File: src/rtl/iob_eth_buf_rd.sv
// Ethernet frame buffer reader: fetches 32-bit words from the buffer RAM read
// port and streams them out little-endian as a valid/ready byte stream.
module iob_eth_buf_rd #(
   parameter int ADDR_W = 9,
   parameter int LEN_W  = 11
) (
   input  logic              clk,
   input  logic              rst,
   input  logic              start,
   input  logic [ADDR_W-1:0] base_addr,
   input  logic [LEN_W-1:0]  len,
   output logic              busy,
   output logic              done,
   output logic              ram_en,
   output logic [ADDR_W-1:0] ram_addr,
   input  logic [31:0]       ram_dout,
   output logic [7:0]        byte_data,
   output logic              byte_valid,
   input  logic              byte_ready,
   output logic              byte_last
);

   typedef enum logic [1:0] {
      ST_IDLE,
      ST_RUN,
      ST_DONE
   } state_t;

   state_t             r_state;
   state_t             w_nextState;

   logic [ADDR_W-1:0]  r_addr;
   logic [LEN_W-2:0]   r_wordsLeft;
   logic [LEN_W-1:0]   r_bytesLeft;
   logic [31:0]        r_cur;
   logic [31:0]        r_pf;
   logic               r_curValid;
   logic               r_pfValid;
   logic               r_inflight;
   logic [1:0]         r_lane;

   logic [LEN_W-2:0]   w_wordsNeed;
   logic               w_startOk;
   logic               w_accept;
   logic               w_lastByte;
   logic               w_wordEnd;
   logic               w_curFree;
   logic               w_ramEn;

   // ceil(len/4) without an extra adder bit that would go unused
   assign w_wordsNeed = (LEN_W-1)'(len[LEN_W-1:2]) + (LEN_W-1)'(|len[1:0]);
   assign w_startOk   = (r_state == ST_IDLE) && start;
   assign w_accept    = byte_valid && byte_ready;
   assign w_lastByte  = (r_bytesLeft == LEN_W'(1));
   assign w_wordEnd   = w_accept && ((r_lane == 2'd3) || w_lastByte);
   assign w_curFree   = !r_curValid || w_wordEnd;

   assign ram_addr    = r_addr;
   assign byte_data   = r_cur[{r_lane, 3'b000} +: 8];
   assign byte_valid  = (r_state == ST_RUN) && r_curValid;
   assign byte_last   = byte_valid && w_lastByte;
   assign ram_en      = w_ramEn;

   always_ff @(posedge clk or posedge rst) begin
      if (rst) begin
         r_state <= ST_IDLE;
      end else begin
         r_state <= w_nextState;
      end
   end

   always_comb begin
      w_nextState = r_state;
      busy        = 1'b0;
      done        = 1'b0;
      w_ramEn     = 1'b0;
      case (r_state)
         ST_IDLE: begin
            if (start) begin
               w_nextState = (len == '0) ? ST_DONE : ST_RUN;
            end
         end
         ST_RUN: begin
            busy    = 1'b1;
            w_ramEn = !r_pfValid && !r_inflight && (r_wordsLeft != '0);
            if (w_accept && w_lastByte) begin
               w_nextState = ST_DONE;
            end
         end
         ST_DONE: begin
            done        = 1'b1;
            w_nextState = ST_IDLE;
         end
         default: begin
            w_nextState = ST_IDLE;
         end
      endcase
   end

   // A read is only issued with the prefetch slot empty, so returning data can
   // always land in either the current word (bypass) or the prefetch slot.
   always_ff @(posedge clk or posedge rst) begin
      if (rst) begin
         r_addr      <= '0;
         r_wordsLeft <= '0;
         r_bytesLeft <= '0;
         r_cur       <= '0;
         r_pf        <= '0;
         r_curValid  <= 1'b0;
         r_pfValid   <= 1'b0;
         r_inflight  <= 1'b0;
         r_lane      <= '0;
      end else if (w_startOk) begin
         r_addr      <= base_addr;
         r_wordsLeft <= w_wordsNeed;
         r_bytesLeft <= len;
         r_curValid  <= 1'b0;
         r_pfValid   <= 1'b0;
         r_inflight  <= 1'b0;
         r_lane      <= '0;
      end else if (r_state == ST_RUN) begin
         r_inflight <= w_ramEn;
         if (w_ramEn) begin
            r_addr      <= r_addr + ADDR_W'(1);
            r_wordsLeft <= r_wordsLeft - (LEN_W-1)'(1);
         end
         if (w_accept) begin
            r_bytesLeft <= r_bytesLeft - LEN_W'(1);
            r_lane      <= r_lane + 2'd1;
         end
         if (w_curFree) begin
            r_lane <= '0;
            if (r_pfValid) begin
               r_cur      <= r_pf;
               r_curValid <= 1'b1;
               r_pfValid  <= 1'b0;
            end else if (r_inflight) begin
               r_cur      <= ram_dout;
               r_curValid <= 1'b1;
            end else begin
               r_curValid <= 1'b0;
            end
         end else if (r_inflight) begin
            r_pf      <= ram_dout;
            r_pfValid <= 1'b1;
         end
      end
   end

endmodule

File: config.mk
export PLATFORM = sky130hd
export DESIGN_NAME = iob_eth_buf_rd
export DESIGN_NICKNAME = d
export VERILOG_FILES = /design/src/rtl/iob_eth_buf_rd.sv
export SDC_FILE = /design/constraint.sdc
export NUM_CORES = 1
export LEC_CHECK = 0
export BUFFER_PORTS_ARGS = -buffer_cell sky130_fd_sc_hd__buf_2
export CAP_MARGIN = 20
export CORE_MARGIN = 3
export CORE_UTILIZATION = 57
export CTS_CLUSTER_SIZE = 24
export DETAILED_ROUTE_END_ITERATION = 8
export GPL_TIMING_DRIVEN = 0
export PLACE_DENSITY_LB_ADDON = 0.1
export SYNTH_ARGS = -nofsm -noshare
export SYNTH_HDL_FRONTEND = slang
export SYNTH_SLANG_ARGS = --single-unit
File: constraint.sdc
create_clock -name clk -period 3.19 [get_ports clk]
set_input_delay 0.319 -clock clk [delete_from_list [all_inputs] [get_ports clk]]
set_output_delay 0.319 -clock clk [all_outputs]
set_load 0.03 [all_outputs]
## Word level (Yosys, flattened, before mapping)

Cells that the tools add are included.
Widths: inputs -> output; s select.

- Flip-flop bits (word level): 101
- Input port bits: 56
- Output and inout bits: 22
- Word-level logic and storage cells: 89

- $add $sub $neg: 5
- Equality and inequality tests: 6
- Shift-type cells: 1
- Mux-type cells: 33
- Bitwise gates (word level): 2
- Reductions and logical operators: 32

Operators by type and width:

| cell | number |
|---|---|
| $mux 32 | 2 |
| $mux 11 | 3 |
| $shiftx 32x6->8 | 1 |
| $mux 10 | 3 |
| $mux 9 | 3 |
| $mux 1 | 14 |
| $mux 2 | 7 |
| $reduce_and 2->1 | 6 |
| $eq 11x1->1 const B | 1 |
| $logic_not 11->1 | 1 |
| $sub 11x1->11 const B | 1 |
| $add 9x1->10 | 1 |
| $reduce_bool 10->1 | 1 |
| $reduce_bool 2->1 | 5 |
| $sub 10x1->10 const B | 1 |
| $add 9x1->9 const B | 1 |
| $logic_and 1x1->1 | 8 |
| $reduce_and 4->1 | 2 |
| $reduce_bool 3->1 | 2 |
| $eq 2x2->1 const B | 2 |
| $pmux 2 s2 | 1 |
| $logic_not 1->1 | 3 |
| $add 2x1->2 const B | 1 |
| $eq 2x1->1 const B | 1 |
| other kinds (6) | 8 |

## Longest topological paths before layout

- Depth in word-level cells: 8
- Mapped depth: 7
- Gate-level depth less buffers: 7

## Worst setup path before layout

OpenSTA, ideal clock, no wires.

- Kind: register to output
- Start point: register r_state[1]
- End point: output port byte_last
- Arrival: 2.041 ns
- Data required time: 2.871 ns
- Setup slack: 0.830 ns
- Cell stages (with the launch flop): 5
- Buffers on the path: 1
- Cells stage by stage: dfrtp_1 clkbuf_2 nor2b_1 and2_1 nor2b_1

- Longest elaborated chain between the ends: 3

RTL lines:

| element | RTL line | source |
|---|---|---|
| start, declared | 29 | `state_t r_state;` |
| start signal, assigned | 68 | `r_state <= w_nextState;` |
| $eq 2x1->1 | 60 | `assign byte_valid = (r_state == ST_RUN) && r_curValid;` |
| $logic_and 1x1->1 | 60 |  |
| net byte_valid | 18 | `output logic byte_valid,` |
| $logic_and 1x1->1 | 61 | `assign byte_last = byte_valid && w_lastByte;` |
| end, declared | 20 | `output logic byte_last` |

The timed path passes the listed nets, and every way through them passes these cells.

## Worst setup path after layout

- Start point: register r_wordsLeft[0]
- End point: output port ram_en

- Longest elaborated chain between the ends: 3

RTL lines:

| element | RTL line | source |
|---|---|---|
| start, declared | 33 | `logic [LEN_W-2:0] r_wordsLeft;` |
| start signal, assigned | 115 | `r_wordsLeft <= w_wordsNeed;` |
| start signal, assigned | 125 | `r_wordsLeft <= r_wordsLeft - (LEN_W-1)'(1);` |
| $reduce_bool 10->1 | 85 | `w_ramEn = !r_pfValid && !r_inflight && (r_wordsLeft != '0);` |
| $logic_and 1x1->1 | 85 |  |
| $mux 1 | 77 | `case (r_state)` |
| end, declared | 14 | `output logic ram_en,` |

No other way between the ends.

==> results.txt <==
Internal power = 3.84 mW
Clock tree from TritonCTS = yes
Simple-gate portion of the synthesized area = 0.126
Ranking of synthesized cells by area = dfrtp_1 (48%), mux2_2 (20%), mux4_2 (3.4%)
CP required = 2.87 ns
Final Critical Period = 2.85 ns
Reg power frac = 0.371
Fraction of layout cells with a size suffix above 1 = 0.407
Ys flop type = dfrtp_1
IO Port Bufs = 77
Hold Path Class = primary input to async pin
Wirelength per Cell = 18.6 um
Crit. End Element = output pin
Yosys reg bits = 101
Max Cap Viol = 0
Layout Skew = 0.0216 ns
Synth Area in XOR/XNOR = 0.0132
Final Hold Viols = 0
All-Layer GR Usage = 0.241
Main combinational cell family by area after synthesis = multiplexers
Cell with the most instances after synthesis = dfrtp_1
Initial antenna violation count = 0
DRC viols = 0
Unrepaired setup endpoints after global routing = false
Root Buffer = clkbuf_8
Gr ovfl total = 0
Tot Pwr = 6.54 mW
Worst slew pin tran = 0.739 ns
Status = finished clean
Maximum VDD drop = 555 uV
DR iter-0 viols = 172
Util after Layout = 0.680
P&R area growth vs syn = 13.8%
Avg Vias per Cell = 6.13
Antenna Nets Post-Route = 0
Setup bufs post-CTS = 0
Worst path max stage delay = 0.67 ns
Routed Wire Length = 12,100 um
Num rows = 34
Post-Synth Adder-Cell Area = 0.0165
Die area = 0.0105 mm^2
Compound-gate portion of the synthesized area = 0.0991
HPWL after DPL = 8800 um
First-pass DRT Iterations = 4
CTS Sinks = 101
Cell area after synthesis = 0.00532 mm^2
Core area = 0.00889 mm^2
Startpoint types = flop
Netlist cell types = 62
Post-route cell area = 0.00605 mm^2
Leak pwr = 2.57 nW
Endpoints failing setup = 0
Clk_lat worst skew = 0.37 ns
Io pins = 78
F_max = 351 MHz
Total number of yosys warnings = 0
Slew Viols, Final = 0
Clock transition at the registers of the reported paths = 0.10 ns
Largest net degree at the start of global routing = 63
Final #Nets = 600
Crit path kind = flop to output pin
CP cell instances = inv_1, ha_1, or4b_2, o31ai_4, inv_2, buf_2
CP Max Fanout = 8
Via Count = 3,978
Clock share of power = 0.117
Vias in the first global route = 3,940
Clock buffer count from CTS = 9
Worst rel slew slack = 0.502
Number of synthesized flops with an enable pin = 0
Switch Pwr = 2.70 mW
Post-synth top cells = dfrtp_1 (101), mux2_2 (96), nand2_1 (32), nor2_1 (20)
# hold bufs at CTS = 0
Starting density of the core = 0.598
Placed cell area = 0.00587 mm^2
Gate power share = 0.513
Worst R2R Setup Slack = 0.78 ns
Die X = 103 um
Mean Syn Cell Area = 11.9 um^2
Synth top area share = 0.476
Crit path DAT = 2.53 ns
H-tree levels = 3
Slowest cell on the critical path = or4b_2
Sw frac = 0.413
Hold WS = 0.000817 ns
Die Span Y = 103 um
DP Worst Slack = 0.747 ns
Final WS setup = 0.338 ns
Antenna cells = 0
Post-CTS Resized = 0
Post-synthesis cell count = 447
Clock Tree Buf Depth = 2
Syn Nets = 510
Yosys top cell by area = dfrtp_1
Fraction of registers with async set/reset = 1.00
GPL Wtd Cong = 0.915
Global-route wire length before repair = 19,600 um
Final period util = 0.894
Mux contribution to synthesized area = 0.239
Post-synthesis sequential area ratio = 0.476
Power per cell area = 1080 mW/mm^2
-- kinds of logic after synthesis --
| family | after synthesis |
|---|---|
| DFF | 101 |
| adders and majority gates | 7 |
| AOI/OAI and AO/OA | 71 |
| xor gates and xnor gates | 8 |
| buffers and inverters | 35 |
| muxes | 105 |
| and+or+nand+nor | 120 |
-- critical path: cells and delay by family, from the launching register on --
kind / cells / cell delay (ns)
AO/OA/AOI/OAI: 1 / 0.36
adder cells (fa/ha/maj): 1 / 0.25
flip-flops: 1 / 0.43
AND/OR/NAND/NOR: 1 / 0.67
buffers and inverters: 3 / 0.47
-- path summary, 6_finish.rpt --
path                                            startpoint                       to  cells after the start
max in group asynchronous                              rst     r_cur[8]$_DFFE_PP0P_                      3
worst max register to register  r_bytesLeft[1]$_DFFE_PP0P_     r_cur[8]$_DFFE_PP0P_                      7
worst min register to register        r_pf[23]$_DFFE_PP0P_     r_pf[23]$_DFFE_PP0P_                      1
worst min-delay path                                   rst    r_cur[27]$_DFFE_PP0P_                      2
min in group clk                              base_addr[0]  ram_addr[0]$_DFFE_PP0P_                      3
worst max-delay path            r_wordsLeft[0]$_DFFE_PP0P_                   ram_en                      6
-- area by class of cell --
type / count / area [um^2]
sequential: 101 / 2530
buffer: 21 / 108
timing repair buffer: 79 / 418
inverter: 14 / 55.1
fill: 677 / 2840
clock buffer: 9 / 124
clock inverter: 6 / 55.1
multi-input combinational: 311 / 2630
tap: 108 / 135
-- state kept, by name (all words and copies together), names as in the netlist --
signal and flops:
r_bytesLeft 11, r_cur 32, r_curValid 1, r_inflight 1, r_lane 2, r_pf 32
r_pfValid 1, r_state 2, r_wordsLeft 10, ram_addr 9
-- power by group through the flow --
stage               combinational [mW]  sequential [mW]  clock, mW
floorplan                         2.54             2.39          0
global placement                  3.27             2.38          0
detailed placement                3.37             2.43          0
CTS                               3.38             2.41      0.782
global route                      3.67             2.49      0.840
finish                            3.35             2.42      0.763
-- through the flow --
| step | TNS (ns) | cells |
|---|---|---|
| floorplan | 0 | 447 |
| global placement | -97.42 | 632 |
| detailed placement | 0 | 634 |
| CTS | 0 | 649 |
| global route | 0 | 649 |
| finish | 0 | 649 |
-- cells in the final DEF (no fill, tap or decap), types with 3 or more instances in the layout --
| cell | netlist | routed |
|---|---|---|
| nor2_1 | 20 | 20 |
| nand4_1 | 7 | 7 |
| dfrtp_1 | 101 | 101 |
| xor2_1 | 4 | 4 |
| a21oi_1 | 7 | 7 |
| clkbuf_1 | 11 | 11 |
| mux4_2 | 8 | 8 |
| nand3_1 | 14 | 14 |
| nand4b_1 | 4 | 4 |
| o41ai_1 | 3 | 3 |
| buf_2 | 4 | 82 |
| or3_1 | 7 | 7 |
| nor3_1 | 9 | 9 |
| o21ai_0 | 14 | 14 |
| o311ai_0 | 6 | 6 |
| o21bai_1 | 3 | 3 |
| o211ai_1 | 6 | 6 |
| nand2_1 | 32 | 32 |
| a221o_1 | 3 | 3 |
| ha_1 | 7 | 7 |
| clkinv_4 | 0 | 3 |
| mux2_2 | 96 | 96 |
| clkbuf_8 | 0 | 9 |
| a31oi_1 | 13 | 13 |
| buf_4 | 4 | 4 |
| nor4_1 | 4 | 4 |
| xnor2_1 | 4 | 4 |
| inv_1 | 13 | 12 |
| nor2b_1 | 3 | 3 |
-- metal layers --
metal / GRT usage / wire length (um) / vias up
met5: 0 / 0 / -
met4: 0.0706 / 111 / 0
met3: 0.0359 / 555 / 10
met2: 0.372 / 5720 / 113
met1: 0.355 / 5710 / 1995
li1: - / - / 1860
(Power assumes the default switching activity.)
